**config.mk**
```make
export PLATFORM = sky130hd
export DESIGN_NAME = clock_tap_tuner
export DESIGN_NICKNAME = d
export VERILOG_FILES = /design/src/rtl/clock_tap_tuner.sv
export SDC_FILE = /design/constraint.sdc
export NUM_CORES = 1
export LEC_CHECK = 0
export CORE_ASPECT_RATIO = 2
export CORE_UTILIZATION = 30
export DETAILED_ROUTE_END_ITERATION = 16
export SETUP_SLACK_MARGIN = 0.1
export SKIP_CTS_REPAIR_TIMING = 1
export SLEW_MARGIN = 10
export SYNTH_ARGS = -nofsm -noshare
export SYNTH_HDL_FRONTEND = slang
export SYNTH_SLANG_ARGS = --single-unit
export TNS_END_PERCENT = 1
```
**constraint.sdc**
```tcl
create_clock -name clk -period 5.5 [get_ports clk]
set_clock_uncertainty 0.05 [all_clocks]
set_input_delay 1.1 -clock clk [delete_from_list [all_inputs] [get_ports clk]]
set_output_delay 1.1 -clock clk [all_outputs]
set_load 0.02 [all_outputs]
```
**src/rtl/clock_tap_tuner.sv**
```systemverilog
// Closed-loop delay-line tap controller: measures clk cycles per reference window
// and steps a one-hot tap select (linear or binary search) until the count is in band.
module clock_tap_tuner #(
    parameter int TAPS      = 512,
    parameter int CNT_W     = 32,
    parameter int RESET_TAP = TAPS - 1,
    parameter int LOCK_N    = 4,
    parameter int SETTLE    = 16,
    localparam int TW       = $clog2(TAPS)
) (
    input  logic             clk,
    input  logic             resetn,
    input  logic             enable,
    input  logic             win_async,
    input  logic [CNT_W-1:0] target,
    input  logic [CNT_W-1:0] tol,
    input  logic [TW-1:0]    init_tap,
    input  logic             mode,
    output logic [TAPS-1:0]  tap_onehot,
    output logic [TW-1:0]    tap_idx,
    output logic             locked,
    output logic             at_min,
    output logic             at_max,
    output logic             err,
    output logic [CNT_W-1:0] meas_cnt,
    output logic             meas_valid
);

    localparam int SW = $clog2(SETTLE + 1);
    localparam int LW = $clog2(LOCK_N + 1);
    localparam logic [TW:0] MAX_TAP = (TW+1)'(TAPS - 1);

    typedef enum logic [2:0] {S_IDLE, S_ARM, S_WAIT, S_COUNT, S_EVAL} state_t;

    state_t           state;
    logic             win_m, win_s, win_q, en_q;
    logic [CNT_W-1:0] cnt;
    logic [TW:0]      step;
    logic [SW-1:0]    settle_cnt;
    logic [LW-1:0]    lock_cnt;

    logic             win_rise, win_fall, en_rise;
    logic [CNT_W:0]   hi_sum;
    logic [CNT_W-1:0] lo, hi;
    logic             above, below;
    logic [TW:0]      tap_w, up_w, dn_w;
    logic [TW-1:0]    init_clamped, tap_nxt;
    logic             err_req;
    logic [LW-1:0]    lock_inc;

    assign win_rise = win_s & ~win_q;
    assign win_fall = ~win_s & win_q;
    assign en_rise  = enable & ~en_q;

    // Band limits saturate at both ends so a wide tolerance never wraps.
    assign hi_sum = {1'b0, target} + {1'b0, tol};
    assign hi     = hi_sum[CNT_W] ? '1 : hi_sum[CNT_W-1:0];
    assign lo     = (target > tol) ? target - tol : '0;
    assign above  = cnt > hi;
    assign below  = cnt < lo;

    assign tap_w = {1'b0, tap_idx};
    assign up_w  = (tap_w + step > MAX_TAP) ? MAX_TAP : tap_w + step;
    assign dn_w  = (tap_w < step) ? '0 : tap_w - step;
    assign init_clamped = ({1'b0, init_tap} > MAX_TAP) ? MAX_TAP[TW-1:0] : init_tap;
    assign lock_inc = (lock_cnt == LW'(LOCK_N)) ? lock_cnt : lock_cnt + 1'b1;

    // NOTE: every always_comb output gets a default first so no latch is inferred.
    always_comb begin
        tap_nxt = tap_idx;
        err_req = 1'b0;
        if (state == S_IDLE && en_rise) begin
            tap_nxt = init_clamped;
        end else if (state == S_EVAL && enable) begin
            if (above) begin
                if (at_max) err_req = 1'b1;
                else        tap_nxt = up_w[TW-1:0];
            end else if (below) begin
                if (at_min) err_req = 1'b1;
                else        tap_nxt = dn_w[TW-1:0];
            end
        end
    end

    // NOTE: all state here uses non-blocking assignments so every flop samples pre-edge values.
    always_ff @(posedge clk or negedge resetn) begin
        if (!resetn) begin
            state      <= S_IDLE;
            win_m      <= 1'b0;
            win_s      <= 1'b0;
            win_q      <= 1'b0;
            en_q       <= 1'b0;
            cnt        <= '0;
            step       <= (TW+1)'(1);
            settle_cnt <= '0;
            lock_cnt   <= '0;
            tap_idx    <= TW'(RESET_TAP);
            tap_onehot <= TAPS'(1) << RESET_TAP;
            at_min     <= (RESET_TAP == 0);
            at_max     <= (RESET_TAP == TAPS - 1);
            locked     <= 1'b0;
            err        <= 1'b0;
            meas_cnt   <= '0;
            meas_valid <= 1'b0;
        end else begin
            win_m      <= win_async;
            win_s      <= win_m;
            win_q      <= win_s;
            en_q       <= enable;
            meas_valid <= 1'b0;
            tap_idx    <= tap_nxt;
            tap_onehot <= TAPS'(1) << tap_nxt;
            at_min     <= (tap_nxt == '0);
            at_max     <= ({1'b0, tap_nxt} == MAX_TAP);

            if (!enable) begin
                state  <= S_IDLE;
                locked <= 1'b0;
            end else begin
                case (state)
                    S_IDLE: if (en_rise) begin
                        step       <= mode ? (TW+1)'(TAPS / 2) : (TW+1)'(1);
                        lock_cnt   <= '0;
                        locked     <= 1'b0;
                        err        <= 1'b0;
                        settle_cnt <= SW'(SETTLE - 1);
                        state      <= S_ARM;
                    end
                    // Settle, then wait for a low window so a partial window is never counted.
                    S_ARM: begin
                        if (settle_cnt != '0) settle_cnt <= settle_cnt - 1'b1;
                        else if (!win_s)      state      <= S_WAIT;
                    end
                    S_WAIT: if (win_rise) begin
                        cnt   <= CNT_W'(1);
                        state <= S_COUNT;
                    end
                    S_COUNT: begin
                        if (win_fall) begin
                            meas_cnt   <= cnt;
                            meas_valid <= 1'b1;
                            state      <= S_EVAL;
                        end else if (win_s && cnt != '1) begin
                            cnt <= cnt + 1'b1;
                        end
                    end
                    S_EVAL: begin
                        if (above || below) begin
                            lock_cnt <= '0;
                            locked   <= 1'b0;
                            if (step > (TW+1)'(1)) step <= step >> 1;
                        end else begin
                            step     <= (TW+1)'(1);
                            lock_cnt <= lock_inc;
                            locked   <= (lock_inc == LW'(LOCK_N));
                        end
                        if (err_req) err <= 1'b1;
                        settle_cnt <= SW'(SETTLE - 1);
                        state      <= (tap_nxt != tap_idx) ? S_ARM : S_WAIT;
                    end
                    default: state <= S_IDLE;
                endcase
            end
        end
    end

endmodule

```
**After elaboration in Yosys (flattened, before gate mapping)**

Index checks and enable logic that the tools add are counted.

- $add $sub $neg: 7
- $lt $le $gt $ge: 6
- Eq/ne operators: 22
- Shift operators: 1
- Multiplexer cells: 49
- Bitwise gates (word level): 6
- Reductions and logical operators: 18

Operators with widths:

| kind | number |
|---|---|
| left shift 1 x 9 -> 512 bit (first input constant) | 1 |
| 2-to-1 mux 32 bit | 5 |
| 2-to-1 mux 9 bit | 9 |
| > comparator 32 bit | 2 |
| case mux 32 bit (2 select lines) | 1 |
| adder 32 x 32 -> 33 bit | 1 |
| adder 32 x 1 -> 32 bit (second input constant) | 1 |
| less-than comparator 32 bit | 1 |
| != test 32 bit (second input constant) | 1 |
| subtractor 32 bit | 1 |
| 2-to-1 mux 10 bit | 3 |
| 2-to-1 mux 3 bit | 9 |
| case mux 10 bit (2 select lines) | 1 |
| != test 3 bit (second input constant) | 5 |
| case mux 3 bit (5 select lines) | 1 |
| case mux 5 bit (3 select lines) | 1 |
| 2-to-1 mux 1 bit | 13 |
| != test 2 bit (second input constant) | 6 |
| AND reduction 4 bit | 3 |
| adder 9 x 10 -> 10 bit | 1 |
| > comparator 10 x 1 -> 1 bit (second input constant) | 1 |
| > comparator 10 x 9 -> 1 bit (second input constant) | 1 |
| less-than comparator 9 x 10 -> 1 bit | 1 |
| 2-to-1 mux 5 bit | 2 |
| other kinds (25) | 38 |

- Bits in registers: 615
- Output and inout port bits: 558
- Word-level logic and storage cells: 126

**Longest topological paths before layout**

Gate-level depths: netlist (run 1).

- Word-level depth: 11
- Gate-level depth with buffers: 31

**Worst setup path before layout (run 1)**

No wires, ideal clock.

- Path kind: input to register
- Start point: in target[0]
- End point: reg tap_onehot[205]
- Library setup time: 0.073 ns
- Data arrival time: 7.014 ns
- Required time: 5.377 ns
- Path slack: -1.637 ns
- Cell stages on the path: 28
- Cell sequence: ha_1 > inv_1 > fa_1 > or2_2 > a221oi_1 > o211ai_1 > a21oi_1 > a211oi_1 > o31ai_1 > a221oi_1 > nor2_1 > nor2_1 > o21bai_1 > clkbuf_1 > nor2_1 > ha_1 > a21oi_1 > o21ai_0 > a221o_1 > mux2_2 > o21ai_1 > clkbuf_1 > o211ai_1 > o22ai_1 > a21boi_2 > and3_1 > nand2_1 > nor2_1

- Cells in the longest elaborated chain, start to end: 8
- Elaborated cells between the ends (all ways): 12

RTL lines:

| item | RTL line | RTL |
|---|---|---|
| start: declaration | 15 | `input logic [CNT_W-1:0] target,` |
| subtractor 32 bit / > comparator 32 bit (equally long branches) | 58 | `assign lo = (target > tol) ? target - tol : '0;` |
| 2-to-1 mux 32 bit | 58 |  |
| less-than comparator 32 bit | 60 | `assign below = cnt < lo;` |
| 2-to-1 mux 9 bit | 78 | `end else if (below) begin` |
| 2-to-1 mux 9 bit * | 75 | `if (above) begin` |
| 2-to-1 mux 9 bit * | 74 | `end else if (state == S_EVAL && enable) begin` |
| 2-to-1 mux 9 bit * | 72 | `if (state == S_IDLE && en_rise) begin` |
| left shift 1 x 9 -> 512 bit * | 112 | `tap_onehot <= TAPS'(1) << tap_nxt;` |
| end signal: assignment | 98 | `tap_onehot <= TAPS'(1) << RESET_TAP;` |
| end signal: assignment | 112 |  |
| end: declaration | 19 | `output logic [TAPS-1:0] tap_onehot,` |

Every way passes the cells marked *; elsewhere a longest branch is shown, timed or not.
A chain may end at the register's enable or synchronous reset.

**Worst setup path in the final report (run 1)**

- Start point: in target[1]
- End point: reg tap_onehot[373]

- Cells in the longest elaborated chain, start to end: 8
- Elaborated cells between the ends (all ways): 12

RTL lines:

| item | RTL line | RTL |
|---|---|---|
| subtractor 32 bit / > comparator 32 bit (equally long branches) | 58 |  |
| 2-to-1 mux 32 bit | 58 |  |
| less-than comparator 32 bit | 60 |  |
| 2-to-1 mux 9 bit | 78 |  |
| 2-to-1 mux 9 bit * | 75 |  |
| 2-to-1 mux 9 bit * | 74 |  |
| 2-to-1 mux 9 bit * | 72 |  |
| net tap_nxt[3] | 47 | `logic [TW-1:0] init_clamped, tap_nxt;` |
| left shift 1 x 9 -> 512 bit * | 112 |  |

The timed path passes the listed nets; every way through them passes the cells marked *.

==> run_results.csv, run 1 <==
group,metric,value,unit
pwr,p_per_area,341,mW/mm2
layout,layout.cells.non_filler,4835,
drt,ant_nets,0,
worst_setup_path,arrival,7.27,ns
floorplan,core_region_area,0.0882,mm2
global_routing,initial_antenna_violation_count,6,
worst_setup_path,endpoint,"tap_onehot[373]$_DFF_PN0_",
layout,finalInstanceArea,0.0422,mm2
status,violations,"setup timing",
layout,final_core_utilization,47.8,%
floorplan,dieHeight,425,um
clocking,clock_sinks,614,
synth,netlist_instances,2611,
timing,final.min_clock_period,6.77,ns
drt,drt-vias-per-instance,4.82,
synth,syn_area,0.0268,mm2
global_routing,top_usage_layer_grt,"met2",
drt,drt_iter0_markers,1376,
clocking,ctsRootBufferMaster,"sky130_fd_sc_hd__clkbuf_16",
floorplan,num_rows,154,
clocking,tritoncts,"built",
worst_setup_path,reg2reg_setup_slack,0.47,ns
synth,commonest_register_cell_after_synthesis,"sky130_fd_sc_hd__dfrtp_1",
global_routing,grt_max_degree,140,
global_routing,globalRouteMet1Util,23.1,%
synth,async_flop_share,100,%
synth,seq_area_frac_synth,57.3,%
clocking,clock_latency_on_the_worst_skew_pair,0.66,ns
flow_run,cap_viol_max_count,0,
pwr,worst_ir_drop_vdd,0.304,mV
global_routing,global_route.overflow_total,0,
timing,finalWorstSetupSlack,-1.27,ns
layout,layout-area-overhead-vs-synth,57.3,%
status,outcome,"finished, violations left",
global_routing,grt_use_met3,4.94,%
place,hpwl,85900,um
worst_setup_path,r2r_cells,16,
clocking,worst_setup_hold_path_clk_slew,0.07,ns
clocking,cts_max_level,2,
drt,drt_pre_antenna_iters,5,
synth,syn-mean-instance-area,10.3,um2
clocking,number_of_buffers_added_by_the_clock_tree_synthesis_step,54,
synth,syn-num-nets,2843,
place,post-place-cells,4702,
floorplan,design.portCount,636,
floorplan,floorplan.die_area,0.0907,mm2
clocking,cts.path.max_buffers,3,
drt,detailroute.via_count,23300,
place,io_buffers,635,
timing,fmax,0.148,GHz
worst_setup_path,crit_fanout,16,
worst_setup_path,crit_start,"target[1]",
timing,max-slew-margin-rel,25.5,%
drt,finalWirelength,112000,um
synth,number_of_enable_flip_flop_cells_after_synthesis,0,
timing,fraction_of_the_cycle_the_final_worst_path_needs,123,%
timing,timing_worst_slew_pin_value,1.11,ns
floorplan,chipWidth,213,um
worst_setup_path,critical_path.endpoint_type,"flip-flop",
layout,layout-drive-gt1-share,25.2,%
worst_setup_path,setup.worst_path.class,"in -> reg",
place,placed_area,0.0383,mm2
drt,drc,0,
worst_setup_path,rr_endpoint,"state[0]$_DFFE_PN0P_",
layout,filler_cell_count,8219,
worst_setup_path,setup.worst_path.start_class,"input port",
timing,unrepaired_setup_endpoints_after_global_routing,"yes",
global_routing,track_usage,23.8,%
timing,setup_viol,539,
timing,holdWs,0.321,ns
place,globalplace.congestion,0.996,
global_routing,first_global_vias,23800,
floorplan,floorplan.initialDensity,30.4,%
global_routing,met2_usage,45.4,%
timing,finalHoldViolCount,0,
synth,ys_warn_count,0,
drt,routed_wire_length_per_instance,23.2,um
global_routing,grt_first_pass_wirelength,157000,um
synth,synthDistinctLibCells,88,
timing,max_slew_violations,0,
timing,fin_tns_setup,-597.99,ns
layout,fin_nets,3853,
hold_path,hold_class,"reg -> reg",
pwr,p_leak,0.0192,uW
synth,synth-seq-cells,614,
worst_setup_path,critPathRequiredTime,6.00,ns
worst_setup_path,source_of_the_worst_register_to_register_timing_path,"tap_idx[0]$_DFF_PN1_",
## final cells by class
cell class / instances / area, um2 / share of cell area, %
timing repair buffer: 1103 / 11100 / 26.3
tap: 1170 / 1460 / 3.47
multi-input combinational: 1744 / 12000 / 28.5
clock inverter: 27 / 368 / 0.871
clock buffer: 71 / 1500 / 3.54
inverter: 104 / 403 / 0.954
sequential: 614 / 15400 / 36.4
antenna: 2 / 5.00 / 0.0119
## worst min path at each step
stage                    startpoint         endpoint  slack, ns  depth (start not counted)
detailed placement  win_m$_DFF_PN0_  win_s$_DFF_PN0_       0.29                          0
CTS                 win_m$_DFF_PN0_  win_s$_DFF_PN0_       0.33                          0
finish              win_m$_DFF_PN0_  win_s$_DFF_PN0_       0.32                          0
global placement    win_m$_DFF_PN0_  win_s$_DFF_PN0_       0.29                          0
floorplan           win_m$_DFF_PN0_  win_s$_DFF_PN0_       0.28                          0
global route        win_m$_DFF_PN0_  win_s$_DFF_PN0_       0.34                          0
## cells by family after synthesis
kind of cell,synth area share (%)
mux,1.43
buf+inv,3.98
fa+ha+maj,7.29
xor+xnor,2.84
flops,57.3
simple gates,18.3
compound gates,8.84
## synthesized netlist by cell type, types with 16 or more instances
cell                       count  share of area (%)
sky130_fd_sc_hd__a21o_1       16               0.45
sky130_fd_sc_hd__xor2_1       32                1.0
sky130_fd_sc_hd__nor3_1       59                1.1
sky130_fd_sc_hd__o211ai_1     17               0.48
sky130_fd_sc_hd__nand2b_1     19               0.44
sky130_fd_sc_hd__nand2_1     173                2.4
sky130_fd_sc_hd__dfrtp_1     602                 56
sky130_fd_sc_hd__o21bai_1     16               0.45
sky130_fd_sc_hd__o21ai_0      65                1.2
sky130_fd_sc_hd__a21oi_1      96                1.8
sky130_fd_sc_hd__nand4_1      24               0.56
sky130_fd_sc_hd__or3_1        16               0.37
sky130_fd_sc_hd__clkbuf_1     76                1.1
sky130_fd_sc_hd__mux2_2       34                1.4
sky130_fd_sc_hd__nor2_1      652                9.1
sky130_fd_sc_hd__inv_1       100                1.4
sky130_fd_sc_hd__buf_2        55                1.0
sky130_fd_sc_hd__and3_1       21               0.49
sky130_fd_sc_hd__xnor2_1      55                1.8
sky130_fd_sc_hd__nand3_1      55                1.0
sky130_fd_sc_hd__ha_1        150                7.0
## cells in the final DEF, fill, tap and decap left out, types with 12 or more instances in the layout
cell type and n:
sky130_fd_sc_hd__inv_1 87, sky130_fd_sc_hd__nor2b_1 14, sky130_fd_sc_hd__clkbuf_16 62, sky130_fd_sc_hd__nand3_1 43
sky130_fd_sc_hd__o211ai_1 17, sky130_fd_sc_hd__inv_2 14, sky130_fd_sc_hd__nand2b_1 19, sky130_fd_sc_hd__and2_1 13
sky130_fd_sc_hd__mux2_2 33, sky130_fd_sc_hd__o21bai_1 13, sky130_fd_sc_hd__nor2_1 553, sky130_fd_sc_hd__dfrtp_1 602
sky130_fd_sc_hd__xnor2_1 54, sky130_fd_sc_hd__dlymetal6s2s_1 32, sky130_fd_sc_hd__a21oi_1 88, sky130_fd_sc_hd__nor3_2 13
sky130_fd_sc_hd__ha_4 24, sky130_fd_sc_hd__nand2_1 141, sky130_fd_sc_hd__ha_1 124, sky130_fd_sc_hd__nor3_1 44
sky130_fd_sc_hd__xor2_1 32, sky130_fd_sc_hd__and3_1 17, sky130_fd_sc_hd__nor2_2 87, sky130_fd_sc_hd__nor2_4 14
sky130_fd_sc_hd__nand2_2 23, sky130_fd_sc_hd__buf_6 38, sky130_fd_sc_hd__clkdlybuf4s50_1 598, sky130_fd_sc_hd__a21o_1 16
sky130_fd_sc_hd__nand4_1 24, sky130_fd_sc_hd__dfstp_2 12, sky130_fd_sc_hd__o21ai_0 55, sky130_fd_sc_hd__buf_4 352
sky130_fd_sc_hd__buf_12 67
## sequential cells by signal, indices dropped and copies added, names as in the netlist, 3 cells and up
signal,cells
step,9
state,3
settle_cnt,5
tap_idx,9
tap_onehot,512
cnt,32
meas_cnt,32
lock_cnt,3
## per-layer routing
metal | part of all wire (%) | vias up
li1 | - | 10700
met2 | 55 | 831
met3 | 6.4 | 252
met1 | 33 | 11600
met5 | 0.032 | -
met4 | 6.1 | 6
## metrics by stage
step / worst slack (ns) / power (uW)
after CTS: -2.38 / 13800
final: -1.27 / 14400
after detailed placement: -3.03 / 9780
after global placement: -3.05 / 9780
after floorplan: -0.997 / 7180
after global routing: -1.42 / 15000
## worst max-delay path, cell delays in order
cell and delay (ns):
sky130_fd_sc_hd__clkbuf_2 0.10, sky130_fd_sc_hd__buf_6 0.12, sky130_fd_sc_hd__ha_4 0.23, sky130_fd_sc_hd__nor2b_2 0.15, sky130_fd_sc_hd__o31a_1 0.35, sky130_fd_sc_hd__o21ai_4 0.21
sky130_fd_sc_hd__a31oi_4 0.12, sky130_fd_sc_hd__a31oi_2 0.21, sky130_fd_sc_hd__buf_6 0.16, sky130_fd_sc_hd__a21oi_4 0.06, sky130_fd_sc_hd__nand2b_1 0.15, sky130_fd_sc_hd__o2111ai_4 0.17
sky130_fd_sc_hd__a31oi_1 0.22, sky130_fd_sc_hd__xnor2_1 0.22, sky130_fd_sc_hd__nand2_1 0.16, sky130_fd_sc_hd__ha_4 0.29, sky130_fd_sc_hd__and4_4 0.23, sky130_fd_sc_hd__nand3_2 0.09
sky130_fd_sc_hd__or3_4 0.39, sky130_fd_sc_hd__or4_4 0.53, sky130_fd_sc_hd__a221o_1 0.37, sky130_fd_sc_hd__a31o_1 0.29, sky130_fd_sc_hd__and2_4 0.18, sky130_fd_sc_hd__o311ai_4 0.28
sky130_fd_sc_hd__inv_2 0.15, sky130_fd_sc_hd__or3_4 0.40, sky130_fd_sc_hd__clkbuf_16 0.22, sky130_fd_sc_hd__nor2_1 0.09
## power breakdown
part | internal (uW) | total [uW] | leakage (uW) | switching [uW]
registers | 4660 | 4870 | 0.00850 | 210
logic | 2220 | 5510 | 0.00983 | 3290
clock network | 2190 | 4030 | 0.000898 | 1840
total | 9070 | 14400 | 0.0192 | 5350
No activity file was read; power rests on OpenSTA's default activity.
==> run 2, diff against run 1 <==
--- a/config.mk
+++ b/config.mk
@@ -6,6 +6,7 @@
 export NUM_CORES = 1
 export LEC_CHECK = 0
 export CORE_ASPECT_RATIO = 2
+export CORE_MARGIN = 1.5
 export CORE_UTILIZATION = 30
 export DETAILED_ROUTE_END_ITERATION = 16
 export SETUP_SLACK_MARGIN = 0.1
==> run 2 against run 1 <==
  * The run still ends with setup timing left
  * Fmax grew 4.4%
  * Non-clock buffer count is 46 lower
  * Final area down 1.2%
  * Global-route usage fell by 2.4 points
  * Clock power up 3%
  * Sequential share of layout area grew 0.45 points
  * Register-to-register slack improved by 0.39 ns
  * Critical path type unchanged
  * Largest cell class unchanged
  * Largest power group unchanged
  * Hold slack worse by 0.0090 ns
  * Power is 2.1% lower
==> run_results.csv, run 2 (synthesized netlist as in run 1, its figures left out) <==
group,metric,value,unit
status,outcome,"finished, violations left",
status,violations,"setup timing",
worst_setup_path,r2r_cells,16,
flow_run,cap_viol_max_count,0,
worst_setup_path,arrival,6.98,ns
floorplan,design.portCount,636,
worst_setup_path,crit_start,"target[16]",
timing,final.min_clock_period,6.49,ns
global_routing,grt_max_degree,123,
drt,drt_pre_antenna_iters,5,
drt,ant_nets,0,
layout,sequential_standard_cell_area,0.0154,mm2
clocking,ctsRootBufferMaster,"sky130_fd_sc_hd__clkbuf_16",
worst_setup_path,source_of_the_worst_register_to_register_timing_path,"tap_idx[0]$_DFF_PN1_",
timing,fraction_of_the_cycle_the_final_worst_path_needs,118,%
place,io_buffers,635,
place,globalplace.congestion,0.895,
global_routing,initial_antenna_violation_count,2,
timing,finalHoldViolCount,0,
drt,drt-vias-per-instance,4.78,
timing,fmax,0.154,GHz
pwr,combinationalPowerShare,36.0,%
layout,layout-area-overhead-vs-synth,55.4,%
timing,setup_viol,538,
layout,multi_input_comb_area,0.0118,mm2
layout,final_common_cell,"sky130_fd_sc_hd__dfrtp_1",
layout,fin_nets,3809,
pwr,p_leak,0.0189,uW
place,post-place-cells,4661,
pwr,sequentialPowerShare,34.5,%
layout,layout.cells.non_filler,4803,
pwr,total_switching_power,4960,uW
layout,largest_register,"tap_onehot",
clocking,tritoncts,"built",
pwr,share_clk_of_total_power,29.6,%
layout,filler_cell_count,8227,
floorplan,core_region_area,0.0888,mm2
clocking,clock_latency_on_the_worst_skew_pair,0.63,ns
layout,layout_common_cells,"602 x sky130_fd_sc_hd__dfrtp_1, 599 x sky130_fd_sc_hd__nor2_1, 593 x sky130_fd_sc_hd__clkdlybuf4s50_1",
floorplan,num_rows,155,
place,hpwl,75400,um
layout,largest_register_ff_count,512,
pwr,p_per_area,338,mW/mm2
timing,timing_worst_slew_pin_value,0.975,ns
worst_setup_path,endpoint,"tap_onehot[326]$_DFF_PN0_",
floorplan,floorplan.initialDensity,30.2,%
timing,unrepaired_setup_endpoints_after_global_routing,"yes",
global_routing,first_global_vias,23400,
floorplan,floorplan.die_area,0.0914,mm2
worst_setup_path,crit_fanout,16,
worst_setup_path,reg2reg_setup_slack,0.86,ns
worst_setup_path,setup.worst_path.class,"in -> reg",
global_routing,global_route.overflow_total,0,
worst_setup_path,setup.worst_path.start_class,"input port",
global_routing,grt_first_pass_wirelength,148000,um
timing,max_slew_violations,0,
clocking,cts_max_level,2,
pwr,worst_ir_drop_vdd,0.317,mV
worst_setup_path,longest_individual_stage_delay_on_the_worst_path,0.55,ns
drt,routed_wire_length_per_instance,21.3,um
timing,finalWorstSetupSlack,-0.985,ns
pwr,p_int,9140,uW
worst_setup_path,rr_endpoint,"tap_onehot[326]$_DFF_PN0_",
drt,detailroute.via_count,23000,
worst_setup_path,crit_slowest_cell,"sky130_fd_sc_hd__clkdlybuf4s50_1",
clocking,cts.path.max_buffers,3,
hold_path,hold_class,"reg -> reg",
drt,drt_iter0_markers,1561,
hold_path,source_of_the_worst_hold_timing_path,"win_m$_DFF_PN0_",
clocking,clock_sinks,614,
clocking,number_of_buffers_added_by_the_clock_tree_synthesis_step,56,
drt,finalWirelength,102000,um
timing,max-slew-margin-rel,35.0,%
floorplan,chipWidth,214,um
pwr,p_sw_share,35.2,%
layout,layout-drive-gt1-share,23.6,%
layout,layout_top_registers,"tap_onehot (512), cnt (32), meas_cnt (32)",
worst_setup_path,critPathRequiredTime,5.99,ns
global_routing,track_usage,21.4,%
clocking,worst_setup_hold_path_clk_slew,0.07,ns
worst_setup_path,critical_path.endpoint_type,"flip-flop",
timing,fin_tns_setup,-465.48,ns
floorplan,dieHeight,426,um
drt,drc,0,
-- run 2: worst min-delay path by stage --
stage,end,cells past startpoint,slack [ns]
after floorplan,win_s$_DFF_PN0_,0,0.28
after global placement,win_s$_DFF_PN0_,0,0.29
after detailed placement,win_s$_DFF_PN0_,0,0.29
after CTS,win_s$_DFF_PN0_,0,0.31
after global routing,win_s$_DFF_PN0_,0,0.33
final,win_s$_DFF_PN0_,0,0.31
-- run 2: final cells by class --
| class | instances | share of cell area, % |
|---|---|---|
| Clock buffer | 78 | 3.97 |
| Timing Repair Buffer | 1057 | 25.5 |
| Clock inverter | 27 | 0.837 |
| Inverter | 104 | 0.996 |
| Tap cell | 1177 | 3.53 |
| Antenna cell | 2 | 0.0120 |
| Multi-Input combinational cell | 1744 | 28.2 |
| Sequential cell | 614 | 36.9 |
-- run 2: metal layers --
metal	part of all wire, %	global-route usage [%]	vias up	wire length [um]
li1	-	-	10600	-
met1	42	27.0	11300	42800
met2	47	35.8	932	48400
met3	8.9	6.76	123	9070
met4	1.9	4.41	2	1940
met5	0.017	0	-	17
-- run 2: worst max-delay path, delay by kind of cell --
| family | cells | cell delay, ns |
|---|---|---|
| compound gates | 8 | 1.59 |
| fa+ha+maj | 2 | 0.56 |
| buf+inv | 5 | 1.32 |
| mux | 1 | 0.33 |
| simple gates | 11 | 2.03 |
-- run 2: through the flow --
step / worst slack [ns] / power, uW / utilization [%] / area (um2) / hold slack, ns
final: -0.985 / 14100 / 46.9 / 41700 / 0.312
after global routing: -1.22 / 14700 / 46.9 / 41700 / 0.328
after CTS: -1.78 / 13800 / 45.0 / 40000 / 0.311
after detailed placement: -2.44 / 9550 / 42.8 / 38000 / 0.286
after global placement: -2.37 / 9520 / 42.8 / 38000 / 0.288
after floorplan: -0.997 / 7180 / - / 27200 / 0.281
-- run 2: power by group through the flow --
stage          Clock, uW  Sequential, uW  Combinational (uW)
2_1_floorplan          0            4970                2220
3_3_place_gp           0            4940                4580
3_5_place_dp           0            4940                4610
4_1_cts             4270            4860                4630
5_1_grt             4430            4880                5430
6_report            4170            4860                5070
==> run 3, diff against run 2 <==
--- a/config.mk
+++ b/config.mk
@@ -6,9 +6,10 @@
 export NUM_CORES = 1
 export LEC_CHECK = 0
 export CORE_ASPECT_RATIO = 2
-export CORE_MARGIN = 1.5
+export CORE_MARGIN = 2
 export CORE_UTILIZATION = 30
 export DETAILED_ROUTE_END_ITERATION = 16
+export GPL_TIMING_DRIVEN = 0
 export SETUP_SLACK_MARGIN = 0.1
 export SKIP_CTS_REPAIR_TIMING = 1
 export SLEW_MARGIN = 10
==> run 3 against run 2 <==
  * The run still ends with setup timing left
  * Final area decreased by 5.3%
  * Sequential share of layout area increased by 2.0 points
  * Routed wire length increased by 5.7%
  * Fmax decreased by 8.0%
  * Combinational power decreased by 7.1%
  * First-iteration DRC count decreased by 22%
  * Non-clock buffer count decreased by 169
  * Clock-buffer cell count decreased by 5
  * Sequential power about the same
  * Utilization decreased by 2.6 points
  * Flip-flop and latch count unchanged
  * Critical path type unchanged
  * Largest cell class unchanged
  * Largest power group is now sequential cells
==> run_results.csv, run 3 (synthesized netlist as in run 1, its figures left out) <==
group,metric,value,unit
worst_setup_path,setup.worst_path.start_class,"input port",
layout,layout-drive-gt1-share,17.5,%
drt,drc,0,
drt,ant_nets,0,
place,hpwl,84000,um
worst_setup_path,longest_individual_stage_delay_on_the_worst_path,0.48,ns
global_routing,global_route.overflow_total,0,
flow_run,cap_viol_max_count,0,
layout,layout_top_registers,"tap_onehot (512), cnt (32), meas_cnt (32)",
layout,multi_input_comb_area,0.0117,mm2
timing,final.min_clock_period,7.05,ns
floorplan,dieHeight,427,um
clocking,number_of_buffers_added_by_the_clock_tree_synthesis_step,55,
timing,setup_viol,539,
status,outcome,"finished, violations left",
worst_setup_path,path_common_cell,"sky130_fd_sc_hd__buf_6",
place,post-place-cells,4429,
drt,drt-vias-per-instance,4.85,
global_routing,grt_use_met3,5.76,%
drt,finalWirelength,108000,um
global_routing,grt_first_pass_wirelength,151000,um
layout,largest_register,"tap_onehot",
pwr,worst_ir_drop_vdd,0.251,mV
global_routing,track_usage,22.5,%
worst_setup_path,critPathRequiredTime,6.01,ns
clocking,cts_max_level,2,
floorplan,chipWidth,215,um
clocking,ctsRootBufferMaster,"sky130_fd_sc_hd__clkbuf_16",
clocking,clock_sinks,614,
clocking,tritoncts,"built",
timing,unrepaired_setup_endpoints_after_global_routing,"yes",
timing,fraction_of_the_cycle_the_final_worst_path_needs,128,%
timing,finalWorstSetupSlack,-1.55,ns
global_routing,met2_usage,43.7,%
worst_setup_path,reg2reg_setup_slack,0.36,ns
global_routing,globalRouteMet1Util,21.7,%
floorplan,core_region_area,0.0890,mm2
worst_setup_path,source_of_the_worst_register_to_register_timing_path,"tap_idx[0]$_DFF_PN1_",
worst_setup_path,critical_path.endpoint_type,"flip-flop",
layout,largest_register_ff_count,512,
drt,detailroute.via_count,22500,
timing,fmax,0.142,GHz
timing,timing_worst_slew_pin_value,1.13,ns
layout,layout_common_cells,"630 x sky130_fd_sc_hd__nor2_1, 602 x sky130_fd_sc_hd__dfrtp_1, 598 x sky130_fd_sc_hd__clkdlybuf4s50_1",
timing,max_slew_violations,0,
drt,drt_iter0_markers,1222,
timing,max-slew-margin-rel,24.4,%
worst_setup_path,rr_endpoint,"tap_onehot[325]$_DFF_PN0_",
hold_path,hold_class,"reg -> reg",
status,violations,"setup timing",
floorplan,floorplan.die_area,0.0920,mm2
worst_setup_path,arrival,7.56,ns
floorplan,floorplan.initialDensity,30.1,%
global_routing,initial_antenna_violation_count,5,
layout,fin_nets,3640,
worst_setup_path,crit_fanout,10,
drt,routed_wire_length_per_instance,23.4,um
timing,finalHoldViolCount,0,
clocking,cts.path.max_buffers,3,
layout,sequential_standard_cell_area,0.0154,mm2
global_routing,grt_max_degree,104,
global_routing,top_usage_layer_grt,"met2",
place,io_buffers,635,
drt,drt_pre_antenna_iters,5,
worst_setup_path,crit_slowest_cell,"sky130_fd_sc_hd__or4_4",
worst_setup_path,r2r_cells,18,
layout,final_core_utilization,44.4,%
clocking,clock_latency_on_the_worst_skew_pair,0.65,ns
layout,layout.cells.non_filler,4628,
place,globalplace.congestion,0.950,
floorplan,num_rows,155,
timing,holdWs,0.302,ns
layout,final_common_cell,"sky130_fd_sc_hd__nor2_1",
layout,layout-area-overhead-vs-synth,47.3,%
clocking,worst_setup_hold_path_clk_slew,0.07,ns
global_routing,first_global_vias,22300,
pwr,p_leak,0.0176,uW
floorplan,design.portCount,636,
layout,filler_cell_count,8395,
pwr,p_per_area,344,mW/mm2
worst_setup_path,setup.worst_path.class,"in -> reg",
worst_setup_path,endpoint,"tap_onehot[325]$_DFF_PN0_",
worst_setup_path,crit_start,"tol[1]",
run 3: changes by cell type in the layout (fill, tap and decap cells not counted), sizes merged, moves of 2 or more:
| cell | change |
|---|---|
| inv | +2 |
| clkinvlp | -3 |
| clkbuf | +48 |
| buf | -227 |
| clkdlybuf4s50 | +5 |
| clkinv | +2 |
| bufinv | -2 |
run 3: stage by stage:
step / total power, uW / cell area, um2 / TNS (ns) / setup slack (ns)
3_3_place_gp: 8800 / 35000 / - / -23.90
3_5_place_dp: 8820 / 35200 / -2430.11 / -5.00
5_1_grt: 14200 / 39500 / -838.13 / -1.73
6_report: 13600 / 39500 / -734.08 / -1.55
4_1_cts: 12900 / 37100 / -2072.27 / -4.35
2_1_floorplan: 7180 / 27200 / -497.51 / -0.997
run 3: power by group:
group / switching, uW / internal (uW) / total (uW) / leakage, uW
clock network: 1830 / 2230 / 4060 / 0.000937
registers: 170 / 4660 / 4830 / 0.00850
logic: 3010 / 1700 / 4710 / 0.00819
run 3: routing by layer:
metal / share of wire [%] / vias up
met4: 6.1 / 8
met1: 33 / 11100
met3: 6.7 / 259
met5: 0.046 / -
met2: 54 / 819
li1: - / 10300
run 3: final cells by class:
class / count / share of cell area [%]
multi-input combinational: 1745 / 29.6
timing repair buffer: 749 / 19.1
inverter: 104 / 1.04
sequential: 614 / 38.9
clock inverter: 26 / 0.782
clock buffer: 73 / 4.01
buffer: 139 / 2.85
tap: 1177 / 3.73
antenna: 1 / 0.00633
run 3: worst min path at each step:
stage | slack (ns) | depth (start not counted) | endpoint | start
after global routing | 0.30 | 1 | tap_onehot[104]$_DFF_PN0_ | resetn
after floorplan | 0.28 | 0 | win_s$_DFF_PN0_ | win_m$_DFF_PN0_
after CTS | 0.27 | 1 | tap_onehot[104]$_DFF_PN0_ | resetn
after detailed placement | 0.29 | 0 | win_s$_DFF_PN0_ | win_m$_DFF_PN0_
final | 0.30 | 0 | win_s$_DFF_PN0_ | win_m$_DFF_PN0_
after global placement | 0.28 | 0 | win_s$_DFF_PN0_ | win_m$_DFF_PN0_
run 3: critical path, delay by kind of cell:
family	cells	cell delay, ns
xor gates and xnor gates	1	0.12
adders and majority gates	2	0.61
buffers and inverters	6	0.86
and+or+nand+nor	8	1.99
AOI/OAI and AO/OA	13	2.84
==> RTL change: new RTL, flow settings as in run 3 <==
`LOCK_N`: 4 -> 8.
--- a/src/rtl/clock_tap_tuner.sv
+++ b/src/rtl/clock_tap_tuner.sv
@@ -4,7 +4,7 @@
     parameter int TAPS      = 512,
     parameter int CNT_W     = 32,
     parameter int RESET_TAP = TAPS - 1,
-    parameter int LOCK_N    = 4,
+    parameter int LOCK_N    = 8,
     parameter int SETTLE    = 16,
     localparam int TW       = $clog2(TAPS)
 ) (
Function: not settled (the Yosys comparison gave no result); the edit may change what the design does.
==> RTL change against run 3 <==
The run still ends with negative setup slack left; design area up 2.9%; count of clock-buffer cells in the layout up 1; sequential share of layout area shrank 1.0 points; sequential cell count grew 1; clock power is 3% higher; power grew 3.9%; wire length shrank 2.2%; global-route usage down 0.53 points; setup slack improved by 0.29 ns; synthesized area is 0.22% lower; worst hold slack improved by 0.0033 ns; non-clock buffer count grew 19; synthesized cell count decreased by 1.5%; highest routed layer unchanged.
==> RTL change: results (changes against run 3) <==
- Status: finished with violations (unchanged)
- Failing checks: negative setup slack (unchanged)
- Total Routing Usage GR: 21.9% (was 22.5%)
- Pin count of the biggest net entering global routing: 118 (was 104)
- Gpl congestion: 0.875 (was 0.950)
- Initial antenna violation count: 4 (was 5)
- Worst-margin pin slew: 1.24 ns (was 1.13 ns)
- Peak VDD IR: 0.275 mV (was 0.251 mV)
- Vias: 22507 (was 22452)
- Pre-antenna DRT Iters: 7 (was 5)
- Number of global-route vias before repair: 22271 (was 22318)
- Max incr delay on CP: 0.40 ns (was 0.48 ns)
- Count of final setup violators: 540 (was 539)
- TritonCTS buffer count: 57 (was 55)
- NumNets Final: 3631 (was 3640)
- Met3 wire length: 9.82 mm (was 7.29 mm)
- HPWL Detailed: 78.0 mm (was 84.0 mm)
- Yosys cell types: 91 (was 88)
- CP max stage cell: or3b_4 (was or4_4)
- First-pass GRT wire length: 150 mm (was 151 mm)
- Final worst slack: -1.26 ns (was -1.55 ns)
- Share of the synthesized area in the top cell type: 56.4% (was 56.1%)
- Largest cells by area after synthesis: dfrtp_1, nor2_1, ha_1 (unchanged)
- Mean post-synth cell area: 10.4 sq um (was 10.3 sq um)
- Met1 Wirelength: 44.7 mm (was 35.3 mm)
- Met2 WL: 48.0 mm (was 58.8 mm)
- Peak fanout along the critical path: 8 (was 10)
-- RTL change: worst paths after layout --
path | end | slack, ns | depth (start not counted)
max in group asynchronous | tap_onehot[504] | 3.26 | 4
hold / removal | meas_valid | 0.31 | 1
setup / recovery | tap_onehot[508] | -1.26 | 35
hold reg to reg | win_s | 0.31 | 0
setup reg to reg | tap_onehot[54] | 0.59 | 18
min in group clk | win_s | 0.31 | 0
-- RTL change: metal layers --
metal / global-route usage, % / vias up
li1: - / 10238
met1: 28.9 / 11181
met2: 34.2 / 916
met3: 7.56 / 164
met4: 6.21 / 8
met5: 0 / -
-- RTL change: where the power goes --
group | switching, uW | internal, uW | leakage, uW
Clock | 1890 | 2310 | 0.000964
Sequential | 191 | 4690 | 0.00851
Combinational | 3140 | 1920 | 0.00874
-- RTL change: cell families after synthesis --
logic type      synth area share, %
mux                            1.66
buf+inv                        3.68
xor+xnor                       2.94
fa+ha+maj                      7.31
flops                          57.5
compound gates                 9.67
simple gates                   17.2
-- RTL change: area by class of cell --
cell class                      count  area share (%)
Clock inverter                     30           0.926
Timing Repair Buffer              774            19.4
Multi-Input combinational cell   1716            29.9
Sequential cell                   615            37.9
Buffer                            133            3.22
Clock buffer                       74            3.94
Tap cell                         1177            3.62
Inverter                          102            1.05
Antenna cell                        1         0.00615
-- RTL change: metrics by stage --
step                      util (%)  worst slack, ns  cell area, sq um  instances  total power, uW
after floorplan                  -           -0.989             27200       2571             7220
after global placement        39.4           -23.82             35000       4383             8810
after detailed placement      39.6            -3.89             35200       4389             8810
after CTS                     41.9            -3.24             37200       4493            13100
after global routing          45.8            -1.42             40700       4621            14700
final                         45.8            -1.26             40700       4622            14100
-- RTL change: worst register-to-register path: stages (launching register included) --
cell      delay [ns]
dfstp_2         0.59
clkbuf_1        0.43
inv_1           0.21
ha_1            0.29
inv_1           0.08
fa_1            0.23
a211oi_1        0.13
o21ai_1         0.24
a21boi_0        0.17
nor2_1          0.43
nand3b_1        0.33
o211ai_1        0.24
a211oi_2        0.12
a311oi_2        0.26
buf_4           0.20
and2_4          0.25
nand2_4         0.16
buf_6           0.22
nor2_2          0.17
